===== config.mk =====
export PLATFORM = sky130hd
export DESIGN_NAME = alu_issue
export DESIGN_NICKNAME = d
export VERILOG_FILES = /design/src/rtl/alu_issue.sv
export SDC_FILE = /design/constraint.sdc
export NUM_CORES = 1
export LEC_CHECK = 0
export ABC_AREA = 1
export CORE_MARGIN = 4
export CORE_UTILIZATION = 36
export DETAILED_ROUTE_END_ITERATION = 7
export GPL_TIMING_DRIVEN = 0
export PLACE_DENSITY = 0.95
export SETUP_SLACK_MARGIN = 0.5
export SYNTH_ARGS = -nofsm -noshare
export SYNTH_HDL_FRONTEND = slang
export SYNTH_SLANG_ARGS = --single-unit
export TNS_END_PERCENT = 10

===== constraint.sdc =====
create_clock -name clk -period 4.6 [get_ports clk]
set_input_delay 1.38 -clock clk [delete_from_list [all_inputs] [get_ports clk]]
set_output_delay 1.38 -clock clk [all_outputs]
set_load 0.02 [all_outputs]

===== src/rtl/alu_issue.sv =====
// rtl/alu_issue.sv - RV32I OP/OP-IMM/LUI issue front end for the clocked alu block.
// Optional: define ALU_ISSUE_BYPASS_EN to forward the last writeback into operands.
module alu_issue #(
  parameter int XLEN = 32,
  parameter int OPW  = 4
) (
  input  logic            clk,
  input  logic            rst,
  input  logic            in_valid,
  output logic            in_ready,
  input  logic [31:0]     instr,
  output logic [4:0]      rf_rs1_addr,
  output logic [4:0]      rf_rs2_addr,
  input  logic [XLEN-1:0] rf_rs1_data,
  input  logic [XLEN-1:0] rf_rs2_data,
  output logic [XLEN-1:0] alu_d1,
  output logic [XLEN-1:0] alu_d2,
  output logic [OPW-1:0]  alu_op,
  input  logic [XLEN-1:0] alu_dout,
  output logic            wb_valid,
  output logic [4:0]      wb_rd,
  output logic [XLEN-1:0] wb_data,
  output logic            illegal
);

  localparam logic [OPW-1:0] ALU_ADD  = OPW'(0);
  localparam logic [OPW-1:0] ALU_SUB  = OPW'(1);
  localparam logic [OPW-1:0] ALU_SLL  = OPW'(2);
  localparam logic [OPW-1:0] ALU_SLT  = OPW'(3);
  localparam logic [OPW-1:0] ALU_SLTU = OPW'(4);
  localparam logic [OPW-1:0] ALU_XOR  = OPW'(5);
  localparam logic [OPW-1:0] ALU_SRL  = OPW'(6);
  localparam logic [OPW-1:0] ALU_SRA  = OPW'(7);
  localparam logic [OPW-1:0] ALU_OR   = OPW'(8);
  localparam logic [OPW-1:0] ALU_AND  = OPW'(9);

  localparam logic [6:0] OPC_OP    = 7'b0110011;
  localparam logic [6:0] OPC_OPIMM = 7'b0010011;
  localparam logic [6:0] OPC_LUI   = 7'b0110111;

  typedef enum logic [1:0] {S_IDLE, S_READ, S_EXEC, S_WB} state_t;

  state_t      r_state;
  logic [31:0] r_instr;

  logic [6:0]      w_opcode;
  logic [2:0]      w_f3;
  logic [6:0]      w_f7;
  logic [4:0]      w_rs1;
  logic [4:0]      w_rs2;
  logic [OPW-1:0]  w_f3_op;
  logic [OPW-1:0]  w_op;
  logic            w_illegal;
  logic            w_use_imm;
  logic            w_lui;
  logic [XLEN-1:0] w_imm;
  logic [XLEN-1:0] w_rs1_raw;
  logic [XLEN-1:0] w_rs2_raw;
  logic [XLEN-1:0] w_rs1_val;
  logic [XLEN-1:0] w_rs2_val;

  assign w_opcode = r_instr[6:0];
  assign w_f3     = r_instr[14:12];
  assign w_f7     = r_instr[31:25];
  assign w_rs1    = r_instr[19:15];
  assign w_rs2    = r_instr[24:20];

  always_ff @(posedge clk or posedge rst) begin
    if (rst) begin
      r_state <= S_IDLE;
      r_instr <= '0;
    end else begin
      case (r_state)
        S_IDLE: if (in_valid) begin
          r_instr <= instr;
          r_state <= S_READ;
        end
        S_READ:  r_state <= w_illegal ? S_IDLE : S_EXEC;
        S_EXEC:  r_state <= S_WB;
        default: r_state <= S_IDLE;
      endcase
    end
  end

  always_comb begin
    case (w_f3)
      3'b000:  w_f3_op = ALU_ADD;
      3'b001:  w_f3_op = ALU_SLL;
      3'b010:  w_f3_op = ALU_SLT;
      3'b011:  w_f3_op = ALU_SLTU;
      3'b100:  w_f3_op = ALU_XOR;
      3'b101:  w_f3_op = ALU_SRL;
      3'b110:  w_f3_op = ALU_OR;
      default: w_f3_op = ALU_AND;
    endcase
  end

  always_comb begin
    w_illegal = 1'b0;
    w_use_imm = 1'b0;
    w_lui     = 1'b0;
    w_op      = ALU_ADD;
    w_imm     = XLEN'($signed(r_instr[31:20]));
    case (w_opcode)
      OPC_OP: begin
        if (w_f7 == 7'b0000000)
          w_op = w_f3_op;
        else if (w_f7 == 7'b0100000 && w_f3 == 3'b000)
          w_op = ALU_SUB;
        else if (w_f7 == 7'b0100000 && w_f3 == 3'b101)
          w_op = ALU_SRA;
        else
          w_illegal = 1'b1;
      end
      OPC_OPIMM: begin
        w_use_imm = 1'b1;
        w_op      = w_f3_op;
        // Shift-immediates take a zero-extended shamt; funct7 selects arithmetic right.
        if (w_f3 == 3'b001) begin
          w_imm = XLEN'(r_instr[24:20]);
          if (w_f7 != 7'b0000000) w_illegal = 1'b1;
        end else if (w_f3 == 3'b101) begin
          w_imm = XLEN'(r_instr[24:20]);
          if (w_f7 == 7'b0100000)
            w_op = ALU_SRA;
          else if (w_f7 != 7'b0000000)
            w_illegal = 1'b1;
        end
      end
      OPC_LUI: begin
        w_lui     = 1'b1;
        w_use_imm = 1'b1;
        w_imm     = XLEN'($signed({r_instr[31:12], 12'b0}));
      end
      default: w_illegal = 1'b1;
    endcase
  end

  assign w_rs1_raw = (w_rs1 == 5'd0) ? '0 : rf_rs1_data;
  assign w_rs2_raw = (w_rs2 == 5'd0) ? '0 : rf_rs2_data;

`ifdef ALU_ISSUE_BYPASS_EN
  logic            r_byp_valid;
  logic [4:0]      r_byp_rd;
  logic [XLEN-1:0] r_byp_data;

  always_ff @(posedge clk or posedge rst) begin
    if (rst) begin
      r_byp_valid <= 1'b0;
      r_byp_rd    <= '0;
      r_byp_data  <= '0;
    end else if (r_state == S_WB && r_instr[11:7] != 5'd0) begin
      r_byp_valid <= 1'b1;
      r_byp_rd    <= r_instr[11:7];
      r_byp_data  <= alu_dout;
    end
  end

  assign w_rs1_val = (r_byp_valid && w_rs1 != 5'd0 && w_rs1 == r_byp_rd) ? r_byp_data : w_rs1_raw;
  assign w_rs2_val = (r_byp_valid && w_rs2 != 5'd0 && w_rs2 == r_byp_rd) ? r_byp_data : w_rs2_raw;
`else
  assign w_rs1_val = w_rs1_raw;
  assign w_rs2_val = w_rs2_raw;
`endif

  // State resets asynchronously to IDLE, so gating in_ready with rst keeps every output low in reset.
  assign in_ready    = (r_state == S_IDLE) && !rst;
  assign rf_rs1_addr = (r_state == S_READ) ? w_rs1 : 5'd0;
  assign rf_rs2_addr = (r_state == S_READ) ? w_rs2 : 5'd0;
  assign illegal     = (r_state == S_READ) && w_illegal;

  assign alu_d1 = (r_state == S_EXEC && !w_lui) ? w_rs1_val : '0;
  assign alu_d2 = (r_state == S_EXEC) ? (w_use_imm ? w_imm : w_rs2_val) : '0;
  assign alu_op = (r_state == S_EXEC) ? w_op : '0;

  assign wb_valid = (r_state == S_WB);
  assign wb_rd    = (r_state == S_WB) ? r_instr[11:7] : 5'd0;
  assign wb_data  = (r_state == S_WB) ? alu_dout : '0;

endmodule


; Word level (Yosys, flattened, before mapping)
; Index checks and enable logic that the tools add are counted.
[word_totals]
register_bits = 34
inputBits = 131
output_inout_bits = 118
wordCells = 65
[op_classes]
eq_ne = 14
muxes = 34
reduce_logical = 15
[op_table]
columns = operator, n
row1 = two-way mux 32 bit, 8
row2 = one-hot mux 32 bit (2 select lines), 1
row3 = one-hot mux 4 bit (7 select lines), 1
row4 = "equality test 7 x 6 -> 1 bit, second input constant", 3
row5 = two-way mux 4 bit, 5
row6 = two-way mux 5 bit, 3
row7 = logical NOT 5 bit, 2
row8 = "equality test 3 bit, second input constant", 3
row9 = two-way mux 1 bit, 9
row10 = one-hot mux 4 bit (2 select lines), 1
row11 = "equality test 7 x 5 -> 1 bit, second input constant", 1
row12 = logical NOT 7 bit, 1
row13 = nonzero test 7 bit, 1
row14 = "equality test 3 x 2 -> 1 bit, second input constant", 2
row15 = two-way mux 3 bit, 2
row16 = one-hot mux 2 bit (3 select lines), 1
row17 = logical AND 1 bit, 5
row18 = "equality test 2 bit, second input constant", 2
row19 = two-way mux 2 bit, 2
row20 = "equality test 3 x 1 -> 1 bit, second input constant", 1
row21 = logical NOT 3 bit, 1
row22 = one-hot mux 1 bit (3 select lines), 1
row23 = "equality test 2 x 1 -> 1 bit, second input constant", 1
row24 = logical NOT 1 bit, 2
row25 = 4 further kinds, 4

; Longest topological paths before layout
[depth]
depth_word = 8
mapped_depth = 10
depth_no_buf = 9

; Worst setup path after synthesis
; No wires, ideal clock.
[synth_path]
path_type = input-to-output
start = in rf_rs1_data[0]
end = out alu_d1[0]
arrival_time_ps = 1901
t_required_ps = 3220
slack_ps = 1319
stages = 1
n_path_buf = 0
path_cell_list = nor3b_1
[synth_via]
elab_chain_cells = 2
[synth_lines]
columns = item, line_no
row1 = start: declaration, 14  ; input logic [XLEN-1:0] rf_rs1_data,
row2 = two-way mux 32 bit, 139  ; assign w_rs1_raw = (w_rs1 == 5'd0) ? '0 : rf_rs1_data;
row3 = two-way mux 32 bit, 172  ; assign alu_d1 = (r_state == S_EXEC && !w_lui) ? w_rs1_val : '0;
row4 = end: declaration, 16  ; output logic [XLEN-1:0] alu_d1,
; Every way passes these cells.

; Worst setup path in the final report
[layout_path]
start = in rf_rs2_data[13]
end = out alu_d2[13]
[layout_via]
elab_chain_cells = 3
[layout_lines]
columns = item, line_no
row1 = start: declaration, 15  ; input logic [XLEN-1:0] rf_rs2_data,
row2 = two-way mux 32 bit, 140  ; assign w_rs2_raw = (w_rs2 == 5'd0) ? '0 : rf_rs2_data;
row3 = two-way mux 32 bit (2 in series), 173  ; assign alu_d2 = (r_state == S_EXEC) ? (w_use_imm ? w_imm : w_rs2_val) : '0;
row4 = end: declaration, 17  ; output logic [XLEN-1:0] alu_d2,
; Every way passes these cells.

==> flow_summary.ini <==
[status]
status = finished clean

[global_route]
track_usage = 0.238
grt_max_degree = 35
grt_util_met3 = 0.0596
use_met1 = 0.272
grt_pass1_wl_mm = 19.3
gr-total-overflow = 0
antenna_found_initial = 0
top_usage_layer = met2
grt_pass1_vias = 4069
grt_util_met2 = 0.433

[power]
finalPower_mw = 1.05
ir_worst_vdd_v = 0.000124
power_density_mw_per_mm2 = 183
p_leak_nw = 2.71

[sta]
setup_viol = 0
slew_headroom = 0.536
setup_ws_ns = 0.441
tightest_slew_ns = 0.695
skew_ns = 0.00299
period_share = 0.904
clock.fmax_mhz = 240
drv_slew = 0
fin_setup_tns_ns = 0
rsz0062_at_grt = yes
fin_crit_ns = 4.16
hold_violations = 0

[setup_path]
startpoint = rf_rs2_data[13]
slowest_stage = clkdlybuf4s50_1
rrSetupSlack_ns = 3.07
path_common_cell = nand2_1
crit_chain = clkdlybuf4s50_1 -> nand2_1 -> nand2_1 -> nand2_1 -> nor2_1 -> clkdlybuf4s50_1
slowest_delay_ns = 0.62
critPathTopFamily = buffers and inverters
crit_type = input port to output pin
path_max_fanout = 1
cp-end-kind = output pin
arrival_ns = 2.78
worst-path-buf-inv = 2
reg2reg_from = r_state[1]
crit_required_ns = 3.22
crit_path_start_kind = input port
cp.depth = 6
timing.rr.end = r_state[1]
r2r_cells = 5
crit_path_end = alu_d2[13]

[hold_path]
hp-class = flip-flop to flip-flop

[synthesis]
synth_nets = 624
ys_ff_latch = 34
ys_async_sr_fraction = 1.00
postSynthAreaPerCell_um2 = 6.15
synth_area_mm2 = 0.00303
ys_seq_area_frac = 0.281
yosysWarnings = 0
synthTopCellsByArea = dfrtp_1 28%, nor2_1 14%, nand2_1 12%
postSynthCellCount = 493
synth_area_leader_cell = dfrtp_1
ys.flop_type = dfrtp_1
synth_edf_count = 0
synth.top_cell.area_share = 0.281
ys_types = 31

[floorplan]
die_w_um = 99.8
die_h_um = 99.8
die_area_mm2 = 0.00995
coreArea_mm2 = 0.00822
start_util = 0.369
pin_count = 249
rows = 33

[route]
routed_wl_mm = 12.4
vias = 4122
drt_first_pass_iters = 4
drtIter0Drc = 192
wl_per_cell_um = 14.5
drc = 0
antenna_left = 0
via_per_inst = 4.83

[clock_tree]
cts_max_level = 2
cts.sinks = 34
cts_tree = done
insertion_delay_ns = 0.28
cts_buffer_depth = 2
cts-root-buf = clkbuf_8
hold_buffers = 0
clkTransAtPathRegs_ns = 0.07
cts_buffers = 5

[placed_design]
gp_congestion = 0.915
dp_hpwl_mm = 10.3
portBuffers = 248
dp_slack_ns = 0.440

[job]
drv_cap = 0

[layout]
final_net_count = 879
fillCellCount = 645
diodes = 0
area_growth_pct = 89.4
final_cell_mix = 243 x clkdlybuf4s50_1, 110 x nor2_1, 96 x nand2_1, 68 x inv_1, 54 x a21oi_1
drive_above_1_share = 0.0734
final_common_cell = clkdlybuf4s50_1
==> tightest hold or removal path, cell delays in order, from the launching register on <==
cell and delay, ns:
dfrtp_1 0.33, inv_1 0.05, a21oi_1 0.11
==> cell usage after synthesis, drive strengths merged (3+ instances only) <==
master and number:
nor2 116, nor3 4, nor3b 32, buf 19, a21oi 62, inv 70
mux2 3, o21ai 3, nand3 26, clkinv 3, clkbuf 11, nand2 103
dfrtp 34, nand4 3
==> final cells by class <==
type                    count  area (um^2)  area share
plain buffers              31          183      0.0318
clock buffers               7         86.3      0.0150
clock inverters             1         5.00    0.000872
inverters                  73          275      0.0479
multi-input cells         355         1720       0.300
flip-flops and latches     34          851       0.148
well taps                 105          131      0.0229
repair buffers            248         2490       0.433
==> per-stage QoR <==
stage	hold WS [ns]	cells	instance area, um^2	util
floorplan	0.481	493	3030	-
CTS	0.521	854	5730	0.698
global placement	0.494	846	5650	0.687
global route	0.537	854	5740	0.699
detailed placement	0.506	846	5650	0.687
finish	0.521	854	5740	0.699
==> power by group <==
part	internal [mW]	leakage [nW]	switching, mW
sequential	0.351	0.380	0.0481
clock	0.121	0.0482	0.106
combinational	0.215	2.28	0.209
==> worst min path at each step <==
stage,to,slack [ns],start,cells past startpoint
3_5_place_dp,r_instr[9],0.51,r_instr[9],2
3_3_place_gp,r_instr[11],0.49,r_instr[11],2
6_report,r_instr[8],0.52,r_instr[8],2
2_1_floorplan,r_instr[10],0.48,r_instr[10],2
5_1_grt,r_instr[10],0.54,r_instr[10],2
4_1_cts,r_instr[9],0.52,r_instr[9],2
==> state kept, by name (all words and copies together), names as in the netlist <==
name and cells:
r_instr 32, r_state 2
==> layer usage <==
layer / wire [um] / part of all wire / up-vias
li1: - / - / 2033
met1: 4780 / 0.38 / 1873
met2: 6240 / 0.50 / 191
met4: 269 / 0.022 / 0
met5: 0 / 0 / -
met3: 1130 / 0.091 / 25
==> cells by family after synthesis <==
kind of cell | count (synthesis) | share of synthesized area
DFF | 34 | 0.281
buffers and inverters | 104 | 0.151
AOI/OAI and AO/OA | 67 | 0.122
muxes | 3 | 0.0111
and+or+nand+nor | 285 | 0.435
==> repair_timing <==
| item | 4_1_cts | 5_1_grt |
|---|---|---|
| endpoints found under the setup margin | 26 | 37 |
| gates resized for setup | 2 | 3 |
| setup buffers | 0 | 0 |
No activity file was read; power rests on OpenSTA's default activity.
